<file path="config.mk">
export PLATFORM = sky130hd
export DESIGN_NAME = alu4bit_op_sequencer_flat
export DESIGN_NICKNAME = d
export VERILOG_FILES = /design/src/rtl/alu4bit_op_sequencer_if.sv /design/src/rtl/alu4bit_op_sequencer.sv /design/src/flat_wrapper.sv
export SDC_FILE = /design/constraint.sdc
export NUM_CORES = 1
export LEC_CHECK = 0
export BUFFER_PORTS_ARGS = -buffer_cell sky130_fd_sc_hd__buf_2
export CORE_UTILIZATION = 50
export CTS_CLUSTER_DIAMETER = 40
export CTS_CLUSTER_SIZE = 24
export DETAILED_ROUTE_END_ITERATION = 16
export GPL_ROUTABILITY_DRIVEN = 0
export PLACE_DENSITY_LB_ADDON = 0.2
export SYNTH_ARGS = -nofsm -noshare
export SYNTH_HDL_FRONTEND = slang
export SYNTH_SLANG_ARGS = --single-unit
</file>
<file path="constraint.sdc">
create_clock -name clk -period 2.1 [get_ports clk]
set_input_delay 0.315 -clock clk [delete_from_list [all_inputs] [get_ports clk]]
set_output_delay 0.315 -clock clk [all_outputs]
set_load 0.005 [all_outputs]
</file>
<file path="src/rtl/alu4bit_op_sequencer_if.sv">
// Command and response handshake bundle between a host stream and the ALU op sequencer.
// master = host side (issues commands, consumes responses); slave = sequencer side.
interface alu4bit_op_sequencer_if;
    logic       cmd_valid;
    logic       cmd_ready;
    logic [3:0] cmd_a;
    logic [3:0] cmd_b;
    logic [2:0] cmd_sel;

    logic       rsp_valid;
    logic       rsp_ready;
    logic [3:0] rsp_result;
    logic       rsp_carry;
    logic       rsp_zero;
    logic [2:0] rsp_sel;

    modport master (
        output cmd_valid, cmd_a, cmd_b, cmd_sel,
        input  cmd_ready,
        input  rsp_valid, rsp_result, rsp_carry, rsp_zero, rsp_sel,
        output rsp_ready
    );

    modport slave (
        input  cmd_valid, cmd_a, cmd_b, cmd_sel,
        output cmd_ready,
        output rsp_valid, rsp_result, rsp_carry, rsp_zero, rsp_sel,
        input  rsp_ready
    );
endinterface

</file>
<file path="src/rtl/alu4bit_op_sequencer.sv">
// Drives one external combinational alu4bit: latches a command onto the ALU pins, waits a
// settle window, captures result/carry/zero and hands them back on a valid/ready response port.
module alu4bit_op_sequencer #(
    parameter int SETTLE_CYCLES = 1,
    parameter int CNT_W         = 16
) (
    input  logic                   clk,
    input  logic                   rst_n,
    alu4bit_op_sequencer_if.slave  bus,
    output logic [3:0]             alu_a,
    output logic [3:0]             alu_b,
    output logic [2:0]             alu_sel,
    input  logic [3:0]             alu_result,
    input  logic                   alu_carry,
    input  logic                   alu_zero,
    output logic [CNT_W-1:0]       op_count,
    output logic                   busy
);

    typedef enum logic [1:0] {
        IDLE   = 2'd0,
        SETTLE = 2'd1,
        RESP   = 2'd2
    } state_t;

    localparam logic [3:0] SETTLE_LAST = 4'(SETTLE_CYCLES);

    state_t     state;
    logic [3:0] settle_cnt;
    logic       cmd_hs;
    logic       rsp_hs;

    function automatic logic [CNT_W-1:0] sat_inc(input logic [CNT_W-1:0] value);
        return (&value) ? value : value + CNT_W'(1);
    endfunction

    // Accepting in RESP is only legal when the pending response leaves in the same cycle.
    assign bus.cmd_ready = rst_n & ((state == IDLE) | ((state == RESP) & bus.rsp_ready));
    assign cmd_hs        = bus.cmd_valid & bus.cmd_ready;
    assign rsp_hs        = bus.rsp_valid & bus.rsp_ready;

    always_ff @(posedge clk or negedge rst_n) begin
        if (!rst_n) begin
            state          <= IDLE;
            settle_cnt     <= '0;
            alu_a          <= '0;
            alu_b          <= '0;
            alu_sel        <= '0;
            bus.rsp_valid  <= 1'b0;
            bus.rsp_result <= '0;
            bus.rsp_carry  <= 1'b0;
            bus.rsp_zero   <= 1'b0;
            bus.rsp_sel    <= '0;
            op_count       <= '0;
            busy           <= 1'b0;
        end else begin
            if (rsp_hs) begin
                op_count <= sat_inc(op_count);
            end

            // ALU pins keep the last accepted command; they are never cleared after a response.
            if (cmd_hs) begin
                alu_a      <= bus.cmd_a;
                alu_b      <= bus.cmd_b;
                alu_sel    <= bus.cmd_sel;
                settle_cnt <= 4'd1;
            end

            case (state)
                IDLE: begin
                    if (cmd_hs) begin
                        state <= SETTLE;
                        busy  <= 1'b1;
                    end
                end
                SETTLE: begin
                    if (settle_cnt == SETTLE_LAST) begin
                        bus.rsp_result <= alu_result;
                        bus.rsp_carry  <= alu_carry;
                        bus.rsp_zero   <= alu_zero;
                        bus.rsp_sel    <= alu_sel;
                        bus.rsp_valid  <= 1'b1;
                        state          <= RESP;
                    end else begin
                        settle_cnt <= settle_cnt + 4'd1;
                    end
                end
                RESP: begin
                    // A back-to-back command still has to settle, so valid drops either way.
                    if (rsp_hs) begin
                        bus.rsp_valid <= 1'b0;
                        if (cmd_hs) begin
                            state <= SETTLE;
                        end else begin
                            state <= IDLE;
                            busy  <= 1'b0;
                        end
                    end
                end
                default: begin
                    state <= IDLE;
                    busy  <= 1'b0;
                end
            endcase
        end
    end

endmodule

</file>
<file path="src/flat_wrapper.sv">
// flat-port wrapper written by rule: the top's interface ports become plain ports
module alu4bit_op_sequencer_flat 
#(
    parameter int SETTLE_CYCLES = 1,
    parameter int CNT_W         = 16
)
  (clk, rst_n, alu_a, alu_b, alu_sel, alu_result, alu_carry, alu_zero, op_count, busy, bus_cmd_valid, bus_cmd_a, bus_cmd_b, bus_cmd_sel, bus_cmd_ready, bus_rsp_valid, bus_rsp_result, bus_rsp_carry, bus_rsp_zero, bus_rsp_sel, bus_rsp_ready);
  alu4bit_op_sequencer_if bus_i ();
  input  logic clk;
  input  logic rst_n;
  output logic [3:0] alu_a;
  output logic [3:0] alu_b;
  output logic [2:0] alu_sel;
  input  logic [3:0] alu_result;
  input  logic alu_carry;
  input  logic alu_zero;
  output logic [CNT_W-1:0] op_count;
  output logic busy;
  input wire logic [$bits(bus_i.cmd_valid)-1:0] bus_cmd_valid;
  input wire logic [$bits(bus_i.cmd_a)-1:0] bus_cmd_a;
  input wire logic [$bits(bus_i.cmd_b)-1:0] bus_cmd_b;
  input wire logic [$bits(bus_i.cmd_sel)-1:0] bus_cmd_sel;
  output wire logic [$bits(bus_i.cmd_ready)-1:0] bus_cmd_ready;
  output wire logic [$bits(bus_i.rsp_valid)-1:0] bus_rsp_valid;
  output wire logic [$bits(bus_i.rsp_result)-1:0] bus_rsp_result;
  output wire logic [$bits(bus_i.rsp_carry)-1:0] bus_rsp_carry;
  output wire logic [$bits(bus_i.rsp_zero)-1:0] bus_rsp_zero;
  output wire logic [$bits(bus_i.rsp_sel)-1:0] bus_rsp_sel;
  input wire logic [$bits(bus_i.rsp_ready)-1:0] bus_rsp_ready;
  assign bus_i.cmd_valid = bus_cmd_valid;
  assign bus_i.cmd_a = bus_cmd_a;
  assign bus_i.cmd_b = bus_cmd_b;
  assign bus_i.cmd_sel = bus_cmd_sel;
  assign bus_cmd_ready = bus_i.cmd_ready;
  assign bus_rsp_valid = bus_i.rsp_valid;
  assign bus_rsp_result = bus_i.rsp_result;
  assign bus_rsp_carry = bus_i.rsp_carry;
  assign bus_rsp_zero = bus_i.rsp_zero;
  assign bus_rsp_sel = bus_i.rsp_sel;
  assign bus_i.rsp_ready = bus_rsp_ready;
  alu4bit_op_sequencer #(.SETTLE_CYCLES(SETTLE_CYCLES), .CNT_W(CNT_W)) u_core (.clk(clk), .rst_n(rst_n), .bus(bus_i), .alu_a(alu_a), .alu_b(alu_b), .alu_sel(alu_sel), .alu_result(alu_result), .alu_carry(alu_carry), .alu_zero(alu_zero), .op_count(op_count), .busy(busy));
endmodule
</file>
## Yosys cells after proc, flatten, opt, wreduce, memory -nomap -nowiden

Cells that the tools add are included.

| storage, ports and cells | value |
|---|---|
| flip-flop bits (word level) | 44 |
| output and inout bits | 39 |

| cells by class | value |
|---|---|
| $add $sub $neg | 2 |
| equality and inequality tests | 7 |
| multiplexer cells | 15 |
| bitwise operators | 7 |
| reduce and logical (&&, ||, !) cells | 8 |

Operators by type and width:

| cell | number |
|---|---|
| $add A16 B1 Y16 const B | 1 |
| $reduce_and A16 Y1 | 1 |
| $mux W4 | 3 |
| $mux W1 | 6 |
| $mux W2 | 3 |
| $ne A2 B1 Y1 const B | 3 |
| $pmux W2 S3 | 1 |
| $reduce_and A3 Y1 | 2 |
| $add A4 B1 Y4 const B | 1 |
| $and A1 B1 Y1 | 4 |
| $eq A4 B1 Y1 const B | 1 |
| $reduce_and A2 Y1 | 2 |
| $reduce_and A4 Y1 | 1 |
| $pmux W1 S3 | 1 |
| $eq A2 B1 Y1 const B | 1 |
| $eq A2 B2 Y1 const B | 1 |
| $logic_not A2 Y1 | 1 |
| $ne A2 B2 Y1 const B | 1 |
| $not A1 Y1 | 2 |
| $pmux W1 S2 | 1 |
| $reduce_bool A2 Y1 | 1 |
| $or A1 B1 Y1 | 1 |

## Longest topological paths before layout

Gate-level depths: netlist (run 1).

| depth | value |
|---|---|
| word-level depth | 8 |
| mapped depth | 7 |

## Least setup slack after synthesis (run 1)

OpenSTA, ideal clock, no wires.

| path | value |
|---|---|
| kind | register to register |
| from | reg u_core.op_count[0] |
| to | reg u_core.op_count[7] |
| setup time | 138 ps |
| arrival time | 1413 ps |
| slack | 549 ps |
| stages on the path, launching flop included | 7 |
| cells stage by stage | dfrtp_1 > ha_1 > nand3_1 > nor4_4 > buf_4 > nor4_1 > xor2_1 |

| on the way | value |
|---|---|
| word-level cells in the longest chain between the ends | 3 |

Ends and longest elaborated chain:

| element | RTL line | text |
|---|---|---|
| start, declared | alu4bit_op_sequencer.sv:16 | `output logic [CNT_W-1:0] op_count,` |
| start signal, assigned | alu4bit_op_sequencer.sv:58 | `op_count <= sat_inc(op_count);` |
| parallel branches: the longest is 3 deep, another holds $add A16 B1 Y16 | - |  |

Parallel ways; which one is timed is not known.
A chain may end at the register's enable or synchronous reset.

## Worst setup path in the final report (run 1)

| path | value |
|---|---|
| from | in rst_n |
| to | out bus_cmd_ready |

| on the way | value |
|---|---|
| word-level cells in the longest chain between the ends | 1 |

Ends and longest elaborated chain:

| element | RTL line | text |
|---|---|---|
| start, declared | flat_wrapper.sv:10 | `input logic rst_n;` |
| $and A1 B1 Y1 | alu4bit_op_sequencer.sv:38 | `assign bus.cmd_ready = rst_n & ((state == IDLE) \| ((state == RESP) & bus.rsp_ready));` |
| end, declared | flat_wrapper.sv:23 | `output wire logic [$bits(bus_i.cmd_ready)-1:0] bus_cmd_ready;` |

Every way passes these cells.

==> impl_results.md, run 1 <==
* # DRC at 0
* Nets at 272
* Setup violators final at 0
* Pin count of the biggest net entering global routing at 32
* Pwr/cell area at 1122 nW/um^2
* Worst setup EP type: primary output
* Syn. warnings at 0
* R2R setup slack at 0.40 ns
* Post-synth EDFFs at 0
* Asr flop ratio synth at 100.0%
* Critical path capture point: bus_cmd_ready
* Row count at 22
* Leak at 1.301 nW
* Routed len/inst at 13.59 um
* IO Port Bufs at a little under 60
* Share of cells above drive strength 1 at 34.94%
* First-pass GRT wire length at 6.644 mm
* Fin area at 2429 sq um
* Crit path from: rst_n
* TritonCTS clock tree: built
* Sink Count at 44
* Final Hold Fails at 0
* Place WS at 0.4262 ns
* Post-synth top area cell: dfrtp_1
* Critical path's slowest cell: dlygate4sd3_1
* Top-count cell post-synth: nand2_1
* Fmax at between 0.5 and 0.6 GHz
* Tot GR Track Use at between 20% and 30%
* Max-slew violation count at 0
* H-tree levels at 2
* Levels on crit path at 4
* Most used DFF post-synth: dfrtp_1
* Worst-Margin Slew at between 0.4 and 0.5 ns
* Sequential-to-total area share from yosys stat at 55.66%
* Ranking of synthesized cells by area: dfrtp_1 56%, nand2_1 8.5%, xor2_1 6.6%
* Syn Nets at 208
* Area growth syn-to-layout at 22.77%
* Syn Inst Count at 184
* Family with the most delay on the worst path: buffers and inverters
* Root buf cell: clkbuf_8
* CP Class: in -> out
* WL final at 4.035 mm
* RSZ-0062 raised after global routing: no
* Post CTS Setup Buffer Count at 0
* Worst slew margin at 66.68%
* GRT overflow at 0
* RR Startpoint: u_core.op_count[0]$_DFFE_PN0P_
* R2r worst-path depth at 6
* WP data arrival at 1.51 ns
* Flops & latches, synth at 44
* Vias at 1563
* Die H at 64.90 um
* Core area at 3716 sq um
* Post-CTS sizing at 0
* Max Cap Viol at 0
* Die width at 64.90 um
* ANT cells at 0
* Most used cell along the critical path: buf_2
* HP Class: in -> reg
* Dpl cells at 288
* Initial drt markers at just under 80
* Crit Path Max Fanout at 17
* Post-Layout Cell Count at 297
* Critical path startpoint category: input port
* Post-DP HPWL at 3.037 mm
* Critical Path RT at 1.78 ns
* Die footprint at roughly 4200 sq um
* ANT nets after route at 0
* Final period demand of the worst path at 1.823 ns
* Final WS setup at 0.2773 ns
* Reg-to-reg endpoint: u_core.op_count[7]$_DFFE_PN0P_
* Clk_lat worst skew at 0.30 ns
* Tcrit/Tclk final at 86.79%
* Ports at 60
* Clock Skew at 0.006218 ns
* Initial antenna violation count at 0
* DP Area at 2331 sq um
* Worst-path clk slew at 0.08 ns
* Synth Cell Area at 1978 sq um
* Total iterations of the first detailed-routing run at 4
* Setup TNS at 0 ns
* CTS Hold Bufs at 1
* Top cells by count, synth: 45 x nand2_1, 44 x dfrtp_1, 15 x xor2_1
* Share of the synthesized area in the top cell type at a little under three fifths
* Synth cell types at 35
* Status: complete, no violations
* Cts bufs inserted at 5
* Fillers at 319
* Buf/Inv on CP at 3
* Starting Density at 53.23%
* Max stage delay on crit path at 0.52 ns
* Drt via density at 5.263
* Vias in the first global route at 1449
* Hold WS at 0.2003 ns
* Avg Cell Area, Syn at 10.75 sq um
* Clock buffer depth at 2
* CP cell instances: dlygate4sd3_1 -> buf_2 -> and3b_1 -> buf_2
* Peak VDD IR at 0.5329 mV
* Final Util at between 60% and 70%
* Tot Pwr at 2.724 mW
## sequential cells by signal, indices dropped and copies added (netlist names)
signal and flops:
u_core.alu_a 4, u_core.alu_b 4, u_core.alu_sel 3, u_core.bus.rsp_carry 1
u_core.bus.rsp_result 4, u_core.bus.rsp_sel 3, u_core.bus.rsp_valid 1, u_core.bus.rsp_zero 1
u_core.busy 1, u_core.op_count 16, u_core.settle_cnt 4, u_core.state 2
## where the power goes
group          internal (mW)  switching [mW]
sequential              1.13           0.223
combinational          0.445           0.404
clock                  0.232           0.295
total                   1.80           0.922
## cell usage in the layout (no fill, tap or decap), drive strengths merged
master       instances
a21oi                4
a22o                 1
a22oi                1
a32o                 1
and2                 1
and3                 1
and3b                1
and4b                1
buf                 63
clkbuf               5
clkinv               3
dfrtp               44
dlygate4sd3          1
ha                   3
inv                  5
mux2                10
nand2               45
nand2b               1
nand3                8
nand4                4
nand4b               1
nor2                 4
nor2b                3
nor3                 8
nor3b                3
nor4                 6
o211ai               1
o21ai                3
o2bb2ai              1
or4                  1
xor2                15
## area by class of cell
class	instances	area (sq um)	share of cell area (%)
clock buffers	5	68.82	2.834
clock inverters	3	18.77	0.7728
inverters	5	18.77	0.7728
well taps	48	60.06	2.473
repair buffers	64	335.3	13.81
multi-input cells	128	825.8	34.00
flip-flops and latches	44	1101	45.34
## logic make-up (layout without fill, tap and decap cells)
group / after synthesis / count (layout) / synth area share [%]
AO/OA/AOI/OAI: 12 / 12 / 3.922
XOR/XNOR: 15 / 15 / 6.642
adder cells (fa/ha/maj): 3 / 3 / 1.898
buffers and inverters: 12 / 77 / 2.593
flip-flops: 44 / 44 / 55.66
multiplexers: 10 / 10 / 5.693
AND/OR/NAND/NOR: 88 / 88 / 23.59
## worst min path at each step
stage / startpoint / end / slack (ns) / cells past startpoint
after floorplan: rst_n / u_core.alu_a[0]$_DFFE_PN0P_ / 0.02 / 0
after global placement: rst_n / u_core.op_count[2]$_DFFE_PN0P_ / 0.25 / 1
after detailed placement: rst_n / u_core.op_count[2]$_DFFE_PN0P_ / 0.25 / 1
after CTS: bus_cmd_a[1] / u_core.alu_a[1]$_DFFE_PN0P_ / 0.20 / 3
after global routing: bus_cmd_sel[2] / u_core.alu_sel[2]$_DFFE_PN0P_ / 0.19 / 3
final: bus_cmd_a[1] / u_core.alu_a[1]$_DFFE_PN0P_ / 0.20 / 3
## layer usage
metal / wire [um] / GRT usage (%) / vias up
met3: 217 / 6.690 / 9
met4: 79 / 7.778 / 0
met1: 1778 / 27.13 / 751
met2: 1960 / 32.68 / 45
li1: - / - / 758
met5: 0 / 0 / -
## worst register-to-register path: cells and delay by family, from the launching register on
| family | cells | cell delay (ns) |
|---|---|---|
| simple gates | 3 | 0.57 |
| flops | 1 | 0.41 |
| buf+inv | 1 | 0.24 |
| fa+ha+maj | 1 | 0.21 |
| xor+xnor | 1 | 0.16 |
(Power assumes the default switching activity.)
==> run 2, diff against run 1 <==
- CELL_PAD_IN_SITES_DETAIL_PLACEMENT: default -> 1
- CELL_PAD_IN_SITES_GLOBAL_PLACEMENT: default -> 2
- CORE_MARGIN: default -> 2
- CORE_UTILIZATION: 50 -> 31
==> impl_results.md, run 2 (same netlist as run 1, synthesis figures left out) <==
* Max Cap Viol at 0
* Total iterations of the first detailed-routing run at 4
* Routed len/inst at 14.31 um
* Initial antenna violation count at 0
* Cts bufs inserted at 5
* Die H at roughly 84 um
* Combinational Power Share at 31.0%
* Vias in the first global route at 1648
* Final period demand of the worst path at 1.970 ns
* Row count at 29
* ANT cells at 0
* Status: complete, no violations
* Critical path startpoint category: input port
* Worst-Margin Slew at ~0.47 ns
* GRT overflow at 0
* Die width at 83.88 um
* Max-slew violation count at 0
* Tot GR Track Use at 13.99%
* Pin count of the biggest net entering global routing at 21
* Ports at 60
* WL final at 4.678 mm
* Commonest non-fill, non-tap cell in the layout: buf_2
* R2R setup slack at 0.40 ns
* ANT nets after route at 0
* Share of cells above drive strength 1 at 34.80%
* Final Hold Fails at 0
* Clk_lat worst skew at 0.30 ns
* Core area at roughly 6300 sq um
* Die footprint at ~7000 sq um
* Psw at 0.9393 mW
* WP data arrival at 1.65 ns
* CP Class: in -> out
* Worst slew margin at 68.79%
* Nets at roughly 270
* Clock buffer depth at 2
* Pwr/cell area at around 1100 nW/um^2
* Sequential share of power at 48.9%
* HP Class: in -> reg
* Area growth syn-to-layout at 25.49%
* Dpl cells at 318
* Post-Layout Cell Count at between 300 and 400
* # DRC at 0
* Most flops, register: u_core.op_count
* Clock Skew at between 0.01 and 0.015 ns
* RSZ-0062 raised after global routing: no
* Worst-path clk slew at approximately 0.08 ns
* Vias at 1553
* Sink Count at 44
* Initial drt markers at 48
* Fmax at about 0.51 GHz
* Setup TNS at 0 ns
* Post CTS Setup Buffer Count at 0
* Starting Density at 31.51%
* H-tree levels at 2
* TritonCTS clock tree: built
* IO Port Bufs at 59
* Peak VDD IR at 0.4224 mV
* Int Pwr at 1.840 mW
* Post-DP HPWL at 3.513 mm
* Sw Share at 33.80%
* Clock power frac at about a fifth
* Root buf cell: clkbuf_8
* Setup violators final at 0
* Drt via density at about 4.7
* Crit Path Max Fanout at 16
* Leak at 1.304 nW
* First-pass GRT wire length at 7.935 mm
* Commonest cells after routing, fill and taps aside: 59 x buf_2, 45 x nand2_1, 44 x dfrtp_1
* Max FFs per register at 16
* Critical Path RT at 1.78 ns
* Worst setup EP type: primary output
* Tcrit/Tclk final at between 90% and 100%
==> run 2: cell types whose count changed in the layout (fill, tap and decap cells not counted) <==
cell,delta
buf_6,+1
clkbuf_1,+1
clkbuf_8,+1
clkinv_2,-2
clkinv_4,-1
clkinvlp_4,+1
==> run 2: area by class of cell <==
cell class | count | area, sq um
repair buffers | 65 | 346.6
clock buffers | 7 | 86.33
fillers | 734 | 3795
inverters | 5 | 18.77
flip-flops and latches | 44 | 1101
well taps | 77 | 96.34
clock inverters | 1 | 7.507
multi-input cells | 128 | 825.8
==> run 2: path summary, 6_finish.rpt <==
check / startpoint / to / cells past startpoint
worst max-delay path: rst_n / bus_cmd_ready / 5
worst min-delay path: bus_cmd_b[0] / u_core.alu_b[0]$_DFFE_PN0P_ / 3
worst max register to register: u_core.op_count[0]$_DFFE_PN0P_ / u_core.op_count[7]$_DFFE_PN0P_ / 6
worst min register to register: u_core.alu_b[3]$_DFFE_PN0P_ / u_core.alu_b[3]$_DFFE_PN0P_ / 2
max in group asynchronous: rst_n / u_core.op_count[3]$_DFFE_PN0P_ / 3
min in group asynchronous: rst_n / u_core.state[1]$_DFFE_PN0P_ / 2
==> run 2: timing repair <==
item,in CTS,in global routing
setup endpoints to repair,0,1
hold buffers,1,0
gates resized for setup,0,1
hold endpoints to repair,9,0
==> run 2: per-stage QoR <==
stage	area [sq um]	worst slack [ns]	hold slack, ns	power, mW	util (%)
after floorplan	1978	0.5493	0.01941	1.824	-
after global placement	2375	0.4314	0.2127	2.235	37.83
after detailed placement	2375	0.4089	0.2193	2.256	37.83
after CTS	2479	0.01787	0.1915	2.839	39.49
after global routing	2482	0.01633	0.2053	2.996	39.55
final	2482	0.1304	0.2003	2.779	39.55
==> run 2: power groups by stage <==
stage / clock network (mW) / logic [mW] / registers, mW
floorplan: 0 / 0.461 / 1.36
global placement: 0 / 0.859 / 1.38
detailed placement: 0 / 0.882 / 1.37
CTS: 0.590 / 0.884 / 1.36
global route: 0.610 / 0.978 / 1.41
finish: 0.560 / 0.861 / 1.36
==> run 2: critical path: stages <==
cell,delay [ns]
dlygate4sd3_1,0.52
buf_2,0.30
buf_6,0.24
and3b_1,0.17
buf_2,0.11
==> run 2: layer usage <==
layer | wire length (um) | vias to the layer above | global-route usage [%] | part of all wire (%)
met4 | 69 | 0 | 4.839 | 1.5
met5 | 0 | - | 0 | 0
met3 | 235 | 8 | 3.660 | 5.0
met1 | 2153 | 756 | 18.60 | 46
li1 | - | 752 | - | -
met2 | 2220 | 37 | 22.11 | 47
